===== config.mk =====
export PLATFORM = sky130hd
export DESIGN_NAME = tpu_spi_slave_flat
export DESIGN_NICKNAME = d
export VERILOG_FILES = /design/src/rtl/tpu_spi_pkg.sv /design/src/rtl/tpu_spi_if.sv /design/src/rtl/tpu_sync_edge.sv /design/src/rtl/tpu_spi_slave.sv /design/src/flat_wrapper.sv
export SDC_FILE = /design/constraint.sdc
export NUM_CORES = 1
export LEC_CHECK = 0
export ABC_AREA = 1
export CAP_MARGIN = 10
export CORE_MARGIN = 2
export CORE_UTILIZATION = 50
export CTS_CLUSTER_SIZE = 16
export DETAILED_ROUTE_END_ITERATION = 16
export DONT_BUFFER_PORTS = 1
export PLACE_DENSITY_LB_ADDON = 0.2
export SLEW_MARGIN = 20
export SYNTH_ARGS = -nofsm -noshare
export SYNTH_HDL_FRONTEND = slang
export SYNTH_SLANG_ARGS = --single-unit
export TNS_END_PERCENT = 1

===== constraint.sdc =====
create_clock -name clk -period 1.6 [get_ports clk]
set_clock_uncertainty 0.05 [all_clocks]
set_input_delay 0.16 -clock clk [delete_from_list [all_inputs] [get_ports clk]]
set_output_delay 0.16 -clock clk [all_outputs]
set_load 0.01 [all_outputs]

===== src/rtl/tpu_spi_pkg.sv =====
// tpu_spi_pkg: shared types and frame constants for the SPI-to-MMIO bridge.
package tpu_spi_pkg;
    typedef enum logic [1:0] {IDLE, CMD, DATA, DONE} state_t;
    localparam int CMD_RW_BIT   = 7;
    localparam int CMD_ADDR_LSB = 0;
    localparam int FRAME_BITS   = 16;
    localparam int ADDR_W       = 4;
    localparam int DATA_W       = 8;
endpackage


===== src/rtl/tpu_spi_if.sv =====
// tpu_spi_if: SPI pins plus MMIO register-file strobe bus.
interface tpu_spi_if;
    import tpu_spi_pkg::*;
    logic              spi_sclk, spi_cs_n, spi_mosi, spi_miso;
    logic [ADDR_W-1:0] reg_addr;
    logic              reg_rd, reg_wr;
    logic [DATA_W-1:0] reg_wdata, reg_rdata;
    logic              reg_addr_valid, reg_writable, xfer_done, xfer_err;
    modport slave (
        input  spi_sclk, spi_cs_n, spi_mosi, reg_rdata, reg_addr_valid, reg_writable,
        output spi_miso, reg_addr, reg_rd, reg_wr, reg_wdata, xfer_done, xfer_err
    );
    modport master (
        output spi_sclk, spi_cs_n, spi_mosi, reg_rdata, reg_addr_valid, reg_writable,
        input  spi_miso, reg_addr, reg_rd, reg_wr, reg_wdata, xfer_done, xfer_err
    );
endinterface


===== src/rtl/tpu_sync_edge.sv =====
// tpu_sync_edge: N-flop synchronizer with rise/fall pulses on the synchronized level.
module tpu_sync_edge #(
    parameter int N = 2
) (
    input  logic clk,
    input  logic rst_n,
    input  logic d_i,
    output logic rise_o,
    output logic fall_o
);
    logic [N-1:0] sync_q;
    logic         prev_q;
    always_ff @(posedge clk or negedge rst_n) begin
        if (!rst_n) begin
            sync_q <= '0;
            prev_q <= 1'b0;
        end else begin
            sync_q <= {sync_q[N-2:0], d_i};
            prev_q <= sync_q[N-1];
        end
    end
    assign rise_o = sync_q[N-1] & ~prev_q;
    assign fall_o = ~sync_q[N-1] & prev_q;
endmodule


===== src/rtl/tpu_spi_slave.sv =====
// tpu_spi_slave: SPI mode-0 slave decoding 2-byte frames into MMIO read/write strobes.
module tpu_spi_slave
    import tpu_spi_pkg::*;
#(
    parameter int SYNC_STAGES = 2
) (
    input  logic     clk,
    input  logic     rst_n,
    tpu_spi_if.slave bus
);
    logic                   sclk_rise, sclk_fall, cs_n_s, mosi_s, rd_ok, wr_ok;
    logic [SYNC_STAGES-1:0] cs_sync_q, mosi_sync_q;
    state_t                 state_q, state_d;
    logic [3:0]             bit_cnt_q, bit_cnt_d;
    logic [DATA_W-1:0]      rx_q, rx_d, tx_q, tx_d, rx_shift;
    logic [ADDR_W-1:0]      addr_q, addr_d;
    logic                   rw_q, rw_d, ld_q, ld_d, fin_q, fin_d;

    tpu_sync_edge #(.N(SYNC_STAGES)) u_sclk (
        .clk(clk), .rst_n(rst_n), .d_i(bus.spi_sclk), .rise_o(sclk_rise), .fall_o(sclk_fall)
    );

    assign cs_n_s   = cs_sync_q[SYNC_STAGES-1];
    assign mosi_s   = mosi_sync_q[SYNC_STAGES-1];
    assign rx_shift = {rx_q[DATA_W-2:0], mosi_s};
    // Strobes fire one clk after the decoding rise so reg_addr is already stable.
    assign rd_ok    = ld_q && !rw_q && bus.reg_addr_valid;
    assign wr_ok    = fin_q && rw_q && bus.reg_addr_valid && bus.reg_writable;

    always_comb begin
        state_d   = state_q;
        bit_cnt_d = bit_cnt_q;
        rx_d      = rx_q;
        tx_d      = tx_q;
        addr_d    = addr_q;
        rw_d      = rw_q;
        ld_d      = 1'b0;
        fin_d     = 1'b0;
        case (state_q)
            IDLE: if (!cs_n_s) begin
                state_d   = CMD;
                bit_cnt_d = '0;
                rx_d      = '0;
                tx_d      = '0;
            end
            CMD: if (cs_n_s) state_d = IDLE;
            else if (sclk_rise) begin
                rx_d      = rx_shift;
                bit_cnt_d = bit_cnt_q + 4'd1;
                if (bit_cnt_q == 4'(FRAME_BITS / 2 - 1)) begin
                    state_d = DATA;
                    ld_d    = 1'b1;
                    rw_d    = rx_shift[CMD_RW_BIT];
                    addr_d  = rx_shift[CMD_ADDR_LSB +: ADDR_W];
                end
            end
            DATA: if (cs_n_s) state_d = IDLE;
            else begin
                // The fall right after the command byte must keep the freshly loaded MSB.
                if (ld_q) tx_d = rd_ok ? bus.reg_rdata : '0;
                else if (sclk_fall && bit_cnt_q != 4'(FRAME_BITS / 2)) tx_d = {tx_q[DATA_W-2:0], 1'b0};
                if (sclk_rise) begin
                    rx_d      = rx_shift;
                    bit_cnt_d = bit_cnt_q + 4'd1;
                    if (bit_cnt_q == 4'(FRAME_BITS - 1)) begin
                        state_d = DONE;
                        fin_d   = 1'b1;
                    end
                end
            end
            DONE: if (cs_n_s) state_d = IDLE;
            default: state_d = IDLE;
        endcase
        if (state_d == IDLE) addr_d = '0;
    end

    always_ff @(posedge clk or negedge rst_n) begin
        if (!rst_n) begin
            cs_sync_q   <= '1;
            mosi_sync_q <= '0;
            state_q     <= IDLE;
            bit_cnt_q   <= '0;
            rx_q        <= '0;
            tx_q        <= '0;
            addr_q      <= '0;
            rw_q        <= 1'b0;
            ld_q        <= 1'b0;
            fin_q       <= 1'b0;
        end else begin
            cs_sync_q   <= {cs_sync_q[SYNC_STAGES-2:0], bus.spi_cs_n};
            mosi_sync_q <= {mosi_sync_q[SYNC_STAGES-2:0], bus.spi_mosi};
            state_q     <= state_d;
            bit_cnt_q   <= bit_cnt_d;
            rx_q        <= rx_d;
            tx_q        <= tx_d;
            addr_q      <= addr_d;
            rw_q        <= rw_d;
            ld_q        <= ld_d;
            fin_q       <= fin_d;
        end
    end

    assign bus.spi_miso  = (state_q == DATA) && tx_q[DATA_W-1];
    assign bus.reg_addr  = addr_q;
    assign bus.reg_rd    = rd_ok;
    assign bus.reg_wr    = wr_ok;
    assign bus.reg_wdata = wr_ok ? rx_q : '0;
    assign bus.xfer_done = fin_q;
    assign bus.xfer_err  = (ld_q && !rw_q && !bus.reg_addr_valid) ||
                           (fin_q && rw_q && !(bus.reg_addr_valid && bus.reg_writable));
endmodule


===== src/flat_wrapper.sv =====
// flat-port wrapper written by rule: the top's interface ports become plain ports
module tpu_spi_slave_flat import tpu_spi_pkg::*;
#(
    parameter int SYNC_STAGES = 2
)
  (clk, rst_n, bus_spi_sclk, bus_spi_cs_n, bus_spi_mosi, bus_reg_rdata, bus_reg_addr_valid, bus_reg_writable, bus_spi_miso, bus_reg_addr, bus_reg_rd, bus_reg_wr, bus_reg_wdata, bus_xfer_done, bus_xfer_err);
  tpu_spi_if bus_i ();
  input  logic clk;
  input  logic rst_n;
  input wire logic [$bits(bus_i.spi_sclk)-1:0] bus_spi_sclk;
  input wire logic [$bits(bus_i.spi_cs_n)-1:0] bus_spi_cs_n;
  input wire logic [$bits(bus_i.spi_mosi)-1:0] bus_spi_mosi;
  input wire logic [$bits(bus_i.reg_rdata)-1:0] bus_reg_rdata;
  input wire logic [$bits(bus_i.reg_addr_valid)-1:0] bus_reg_addr_valid;
  input wire logic [$bits(bus_i.reg_writable)-1:0] bus_reg_writable;
  output wire logic [$bits(bus_i.spi_miso)-1:0] bus_spi_miso;
  output wire logic [$bits(bus_i.reg_addr)-1:0] bus_reg_addr;
  output wire logic [$bits(bus_i.reg_rd)-1:0] bus_reg_rd;
  output wire logic [$bits(bus_i.reg_wr)-1:0] bus_reg_wr;
  output wire logic [$bits(bus_i.reg_wdata)-1:0] bus_reg_wdata;
  output wire logic [$bits(bus_i.xfer_done)-1:0] bus_xfer_done;
  output wire logic [$bits(bus_i.xfer_err)-1:0] bus_xfer_err;
  assign bus_i.spi_sclk = bus_spi_sclk;
  assign bus_i.spi_cs_n = bus_spi_cs_n;
  assign bus_i.spi_mosi = bus_spi_mosi;
  assign bus_i.reg_rdata = bus_reg_rdata;
  assign bus_i.reg_addr_valid = bus_reg_addr_valid;
  assign bus_i.reg_writable = bus_reg_writable;
  assign bus_spi_miso = bus_i.spi_miso;
  assign bus_reg_addr = bus_i.reg_addr;
  assign bus_reg_rd = bus_i.reg_rd;
  assign bus_reg_wr = bus_i.reg_wr;
  assign bus_reg_wdata = bus_i.reg_wdata;
  assign bus_xfer_done = bus_i.xfer_done;
  assign bus_xfer_err = bus_i.xfer_err;
  tpu_spi_slave #(.SYNC_STAGES(SYNC_STAGES)) u_core (.clk(clk), .rst_n(rst_n), .bus(bus_i));
endmodule

==> load_flow_metrics.sql, run 1 <==
INSERT INTO impl_metrics (metric_group, metric, value, unit) VALUES
('placement', 'place.detailed.instances', '235', ''),
('drt', 'drtAntennaViolNets', '0', ''),
('critical_path', 'critical-path-max-stage-delay', '420', 'ps'),
('logic_synthesis', 'synth.net_count', '207', ''),
('timing', 'tightest_slew', '327.4', 'ps'),
('finish', 'multi_input_area', '759.5', 'sq um'),
('critical_path', 'cp_cell_sequence', 'buf_4, ha_4, buf_4, nand2_1, inv_1', ''),
('timing', 'fmax', '0.6438', 'GHz'),
('critical_path', 'timing.critical_path.required', '1390', 'ps'),
('finish', 'area_growth_syn_to_fin', '29.43', '%'),
('finish', 'layout.core_utilization', '66.17', '%'),
('timing', 'final.hold.worst_slack', '107.0', 'ps'),
('drt', 'top_signal_layer_used', 'met4', ''),
('cts', 'cts_made_buffers', '5', ''),
('die', 'die_extent_in_y', '61.95', 'microns'),
('critical_path', 'path_class', 'reg -> out', ''),
('timing', 'rsz0062_at_grt', 'yes', ''),
('logic_synthesis', 'ys_ff_latch', '36', ''),
('critical_path', 'critical_path.endpoint_type', 'primary output', ''),
('die', 'row_count', '21', ''),
('die', 'io_pins', '32', ''),
('logic_synthesis', 'synth_area', '1679', 'sq um'),
('outcome', 'run_status', 'finished clean', ''),
('global_routing', 'antenna_found_initial', '0', ''),
('drt', 'drt-total-wl', '3685', 'microns'),
('finish', 'post-route-cell-area', '2173', 'sq um'),
('critical_path', 'worst-endpoint-arrival', '1340', 'ps'),
('pwr', 'vdd_ir_drop_max', '0.0006500', 'V'),
('cts', 'tritoncts', 'done', ''),
('placement', 'placement.io_buffers', '0', ''),
('timing', 'final.period_utilization', '97.08', '%'),
('timing', 'timing.max_slew.rel_slack', '78.04', '%'),
('global_routing', 'grt_pass1_wl', '5202', 'microns'),
('timing', 'drv_slew', '0', ''),
('drt', 'drt-vias-per-instance', '5.105', ''),
('finish', 'instances_no_fill', '267', ''),
('drt', 'via_count', '1363', ''),
('drt', 'dr.pass1.iters', '4', ''),
('finish', 'fillCellCount', '282', ''),
('die', 'start_util', '51.12', '%'),
('drt', 'drc', '0', ''),
('cts', 'ctsHtreeMaxLevel', '2', ''),
('hold_path', 'worst_hold_path_type', 'in -> reg', ''),
('drt', 'dr_wl_met3', '174', 'microns'),
('critical_path', 'path_common_cell', 'buf_4', ''),
('timing', 'hold_viol_final', '0', ''),
('cts', 'cts.clk_slew.worst_paths', '110', 'ps'),
('timing', 'final_period_minus_worst_setup_slack', '1553', 'ps'),
('pwr', 'power.density', '1176', 'nW/um^2'),
('logic_synthesis', 'ys_warn_count', '0', ''),
('logic_synthesis', 'syn_inst', '186', ''),
('die', 'die_area', '3838', 'sq um'),
('cts', 'max-clock-path-buffers', '2', ''),
('placement', 'dpl.hpwl', '2307', 'microns'),
('drt', 'routedLengthMet1', '1478', 'microns'),
('die', 'design.core.area', '3284', 'sq um'),
('drt', 'met2RoutedLength', '1978', 'microns'),
('placement', 'placement.cell_area', '1752', 'sq um'),
('finish', 'leading_cell_types_in_the_layout_fill_and_taps_excluded', '38 x nand2_1, 33 x dfrtp_1, 26 x inv_1, 14 x buf_4, 12 x dlygate4sd3_1', ''),
('cts', 'ctsRootBufferMaster', 'clkbuf_4', ''),
('die', 'chipWidth', '61.95', 'microns'),
('timing', 'setup-violations-final', '0', ''),
('drt', 'wl_per_cell', '13.80', 'microns'),
('drt', 'drt-initial-drc-count', '71', ''),
('critical_path', 'category_of_cells_accounting_for_the_largest_share_of_critical_path_delay', 'flip-flops', ''),
('finish', 'layout-drive-gt1-share', '26.24', '%'),
('finish', 'area.sequential', '904.6', 'sq um'),
('critical_path', 'timing.critical_path.fanout_max', '5', ''),
('critical_path', 'timing.critical_path.slowest_stage_cell', 'dfrtp_1', ''),
('critical_path', 'path_buf_inv', '3', ''),
('finish', 'num-nets-final', '241', '');
[per-layer routing]
layer  GRT usage, %  vias to the layer above
li1               -                      677
met1          22.97                      646
met2          31.70                       34
met3          5.797                        6
met4          7.295                        0
met5              0                        -
[area by class of cell]
cell class / count / area share [%]
Clock buffer: 6 / 1.900
Clock inverter: 2 / 1.612
Inverter: 32 / 5.642
Multi-Input combinational cell: 117 / 34.95
Sequential cell: 36 / 41.62
Tap cell: 46 / 2.648
Timing Repair Buffer: 27 / 11.28
Timing Repair inverter: 1 / 0.3454
[path summary, 6_finish.rpt]
kind,endpoint,slack [ps],start,cells past startpoint
min in group asynchronous,u_core.tx_q[6]$_DFFE_PN0P_,190,rst_n,2
setup reg to reg,u_core.bit_cnt_q[2]$_DFFE_PN0P_,60,u_core.state_q[1]$_DFF_PN0_,7
hold / removal,u_core.tx_q[0]$_DFFE_PN0P_,110,bus_reg_addr_valid,4
setup / recovery,bus_spi_miso,50,u_core.state_q[1]$_DFF_PN0_,5
max in group asynchronous,u_core.cs_sync_q[0]$_DFF_PN1_,1040,rst_n,2
hold reg to reg,u_core.mosi_sync_q[1]$_DFF_PN0_,310,u_core.mosi_sync_q[0]$_DFF_PN0_,0
[tightest hold or removal path: stages]
cell	delay, ps
nand2_1	90
nor2_2	90
nand2_1	80
o21ai_2	60
[cell usage after synthesis]
master	instances	area, sq um
nand2_1	41	153.9
dfrtp_1	34	850.8
inv_1	29	108.9
nor2_1	14	52.55
o21ai_0	12	60.06
o22ai_1	8	50.05
a21oi_1	7	35.03
a22oi_1	7	52.55
nand3_1	7	35.03
ha_1	6	75.07
o21ai_1	4	20.02
inv_2	3	11.26
buf_6	2	22.52
dfstp_2	2	52.55
nor2_2	2	12.51
o21ai_2	2	17.52
a21oi_2	1	8.760
nand3b_4	1	20.02
nor2_4	1	11.26
o211ai_2	1	12.51
o31ai_1	1	7.510
xnor2_1	1	8.760
[report_power, final]
| group | switching [uW] | total (uW) | leakage [uW] | internal [uW] |
|---|---|---|---|---|
| combinational | 505 | 826 | 0.000469 | 322 |
| sequential | 66.1 | 1100 | 0.000475 | 1040 |
| clock | 298 | 626 | 0.0000422 | 328 |
| total | 869 | 2560 | 0.000986 | 1690 |
[per-stage QoR]
stage	TNS, ps	worst slack [ps]	power, uW
6_report	0	46.69	2556
4_1_cts	-52.46	-21.72	2410
3_3_place_gp	-29.47	-29.47	1666
2_1_floorplan	0	59.09	1533
5_1_grt	-158.7	-41.37	2732
3_5_place_dp	-116.2	-61.05	1695
[flip-flops by register name, summed over array words and instances, names as in the netlist, 2 cells and up]
register,flops
u_core.bit_cnt_q,4
u_core.bus.reg_addr,4
u_core.cs_sync_q,2
u_core.mosi_sync_q,2
u_core.rx_q,8
u_core.state_q,2
u_core.tx_q,8
u_core.u_sclk.sync_q,2
[cell families (layout without fill, tap and decap cells)]
family | after synthesis | after routing | share of synthesized area, %
AND/OR/NAND/NOR | 66 | 66 | 16.99
buffers and inverters | 34 | 68 | 8.494
adder cells (fa/ha/maj) | 6 | 6 | 4.471
AO/OA/AOI/OAI | 43 | 44 | 15.72
XOR/XNOR | 1 | 1 | 0.5217
flip-flops | 36 | 36 | 53.80
[what timing repair did]
item | 4_1_cts | 5_1_grt
pin swaps | 0 | 4
hold buffers | 12 | 1
buffers inserted | 1 | 8
gates resized for setup | 14 | 20
endpoints found under the setup margin | 28 | 33
gates cloned | 1 | 1
hold endpoints to repair | 46 | 1
(Power assumes the default switching activity.)
==> inputs of run 2 (changes only) <==
Settings changed: CORE_MARGIN 2 to default.
==> load_flow_metrics.sql, run 2 (synthesized netlist as in run 1, its figures left out) <==
INSERT INTO impl_metrics (metric_group, metric, value, unit) VALUES
('critical_path', 'category_of_cells_accounting_for_the_largest_share_of_critical_path_delay', 'compound AO/OA/AOI/OAI gates', ''),
('timing', 'setup-violations-final', '0', ''),
('finish', 'leading_cell_types_in_the_layout_fill_and_taps_excluded', '35 x nand2_1, 33 x dfrtp_1, 24 x inv_1, 11 x dlygate4sd3_1, 11 x buf_4', ''),
('hold_path', 'min_delay_worst_endpoint', 'u_core.tx_q[6]$_DFFE_PN0P_', ''),
('placement', 'gp_routability_congestion', '0.8165', ''),
('finish', 'ant_diodes', '0', ''),
('drt', 'drc', '0', ''),
('die', 'start_util', '53.68', '%'),
('finish', 'layout-drive-gt1-share', '27.40', '%'),
('timing', 'drv_slew', '0', ''),
('critical_path', 'worst-endpoint-arrival', '1820', 'ps'),
('global_routing', 'antenna_found_initial', '0', ''),
('timing', 'tightest_slew', '408.9', 'ps'),
('drt', 'drt-total-wl', '4006', 'microns'),
('cts', 'tritoncts_num_sinks', '36', ''),
('global_routing', 'groute.usage.overall', '22.06', '%'),
('hold_path', 'hold_path_depth', '2', ''),
('timing', 'fmax', '0.6262', 'GHz'),
('critical_path', 'worst_setup_path_start_kind', 'flop', ''),
('die', 'design.core.area', '3128', 'sq um'),
('drt', 'drtAntennaViolNets', '0', ''),
('cts', 'ctsRootBufferMaster', 'clkbuf_4', ''),
('die', 'io_pins', '32', ''),
('critical_path', 'ff2ff_setup_slack', '3', 'ps'),
('critical_path', 'path_buf_inv', '2', ''),
('drt', 'drt-vias-per-instance', '5.335', ''),
('critical_path', 'cp_cell_sequence', 'inv_2, ha_4, a21oi_4, o21ai_4, inv_2, nand2_1, a21oi_1', ''),
('pwr', 'static-leakage-power', '0.0009616', 'uW'),
('drt', 'dr.pass1.iters', '5', ''),
('timing', 'rsz0062_at_grt', 'yes', ''),
('timing', 'final.hold.worst_slack', '5.230', 'ps'),
('placement', 'placement.io_buffers', '0', ''),
('critical_path', 'worst-r2r-cell-count', '7', ''),
('cts', 'max-clock-path-buffers', '2', ''),
('cts', 'cts_made_buffers', '5', ''),
('timing', 'final_period_minus_worst_setup_slack', '1597', 'ps'),
('critical_path', 'timing.critical_path.required', '1820', 'ps'),
('hold_path', 'worst_hold_path_type', 'in -> reg', ''),
('timing', 'hold_viol_final', '0', ''),
('outcome', 'run_status', 'finished clean', ''),
('critical_path', 'timing.critical_path.fanout_max', '6', ''),
('global_routing', 'globalRouteOverflowTotal', '0', ''),
('run', 'cap_violations', '0', ''),
('cts', 'tritoncts', 'done', ''),
('critical_path', 'critical-path-max-stage-delay', '460', 'ps'),
('timing', 'timing.max_slew.rel_slack', '72.51', '%'),
('global_routing', 'grt_pass1_wl', '5651', 'microns'),
('timing', 'setup-tns-final', '0', 'ps'),
('critical_path', 'rr_startpoint', 'u_core.state_q[1]$_DFF_PN0_', ''),
('critical_path', 'critical_path.endpoint_type', 'flop', ''),
('critical_path', 'critical_path.reg2reg.endpoint', 'u_core.bit_cnt_q[2]$_DFFE_PN0P_', ''),
('drt', 'wl_per_cell', '15.23', 'microns'),
('die', 'die_extent_in_y', '59.95', 'microns'),
('drt', 'via_count', '1403', ''),
('finish', 'most_common_cell_after_layout_fill_and_taps_aside', 'nand2_1', ''),
('die', 'die_area', '3594', 'sq um'),
('pwr', 'vdd_ir_drop_max', '0.0008834', 'V'),
('global_routing', 'via_count_of_the_first_global_routing_pass', '1229', ''),
('hold_path', 'hold_path_startpoint', 'bus_reg_rdata[6]', ''),
('global_routing', 'grt_start_max_net_pins', '37', ''),
('finish', 'num-nets-final', '239', ''),
('drt', 'drt-initial-drc-count', '63', ''),
('placement', 'dpl.hpwl', '2330', 'microns'),
('die', 'chipWidth', '59.95', 'microns'),
('finish', 'area_growth_syn_to_fin', '26.83', '%'),
('critical_path', 'path_common_cell', 'inv_2', ''),
('pwr', 'power.density', '1147', 'nW/um^2'),
('cts', 'insertion_delay_of_the_later_clocked_pin_in_the_worst_skew_pair', '340', 'ps'),
('cts', 'cts.clk_slew.worst_paths', '110', 'ps'),
('cts', 'ctsHtreeMaxLevel', '2', ''),
('timing', 'final.period_utilization', '99.81', '%'),
('finish', 'largest_registers', 'u_core.rx_q x8, u_core.tx_q x8', ''),
('critical_path', 'timing.critical_path.slowest_stage_cell', 'dfrtp_2', ''),
('die', 'row_count', '20', ''),
('critical_path', 'path_class', 'reg -> reg', '');
-- run 2: changes by cell type in the layout (fill, tap and decap cells not counted), moves of 2 or more --
cell	previous run	this run
buf_4	14	11
inv_1	26	24
inv_2	5	8
nand2_1	38	35
nand2_2	2	6
-- run 2: timing repair --
action | in CTS | in global routing
endpoints found under the setup margin | 24 | 33
pin swaps | 1 | 6
hold endpoints to repair | 46 | 0
setup buffers | 1 | 3
hold buffers | 12 | 0
gates cloned | 1 | 2
gates resized for setup | 8 | 28
-- run 2: power by group --
group | total (uW) | internal [uW] | switching, uW
sequential | 1110 | 1040 | 68.8
clock | 517 | 217 | 300
combinational | 819 | 310 | 509
total | 2440 | 1560 | 878
-- run 2: worst max path at each step --
stage | cells past startpoint | slack [ps] | endpoint | start
6_report | 7 | 3 | u_core.bit_cnt_q[2]$_DFFE_PN0P_ | u_core.state_q[1]$_DFF_PN0_
5_1_grt | 8 | -70 | u_core.bus.reg_addr[3]$_DFFE_PN0P_ | u_core.bit_cnt_q[0]$_DFFE_PN0P_
4_1_cts | 7 | -30 | u_core.tx_q[6]$_DFFE_PN0P_ | u_core.state_q[0]$_DFF_PN0_
3_5_place_dp | 7 | -100 | u_core.bit_cnt_q[2]$_DFFE_PN0P_ | u_core.state_q[1]$_DFF_PN0_
3_3_place_gp | 7 | -20 | u_core.bit_cnt_q[2]$_DFFE_PN0P_ | u_core.state_q[1]$_DFF_PN0_
2_1_floorplan | 7 | 60 | u_core.bit_cnt_q[2]$_DFFE_PN0P_ | u_core.state_q[0]$_DFF_PN0_
-- run 2: layout make-up --
type                    count  area (sq um)
clock buffers               8         58.81
fillers                   246         998.5
inverters                  32         120.1
multi-input cells         118         759.5
flip-flops and latches     36         904.6
well taps                  44         55.05
repair buffers             24         224.0
repair inverters            1         7.507
-- run 2: metal layers --
layer  part of all wire (%)  GRT usage (%)
met1                     43          29.46
met2                     49          32.54
met5                      0              0
met4                    1.6          9.967
met3                    6.2          7.359
-- run 2: through the flow --
stage	worst slack, ps	power (uW)	instances	util, %	area (sq um)
3_3_place_gp	-21.67	1646	236	56.64	1772
3_5_place_dp	-97.77	1682	236	56.64	1772
5_1_grt	-68.85	2589	263	68.08	2130
2_1_floorplan	59.09	1533	186	-	1679
6_report	3.043	2443	263	68.08	2130
4_1_cts	-32.87	2306	258	64.28	2011
==> inputs of run 3 (changes only) <==
Settings changed: CORE_MARGIN from default to 2.
==> results of run 3 <==
No change in the layout: final DEF, timing and power equal those of run 1.
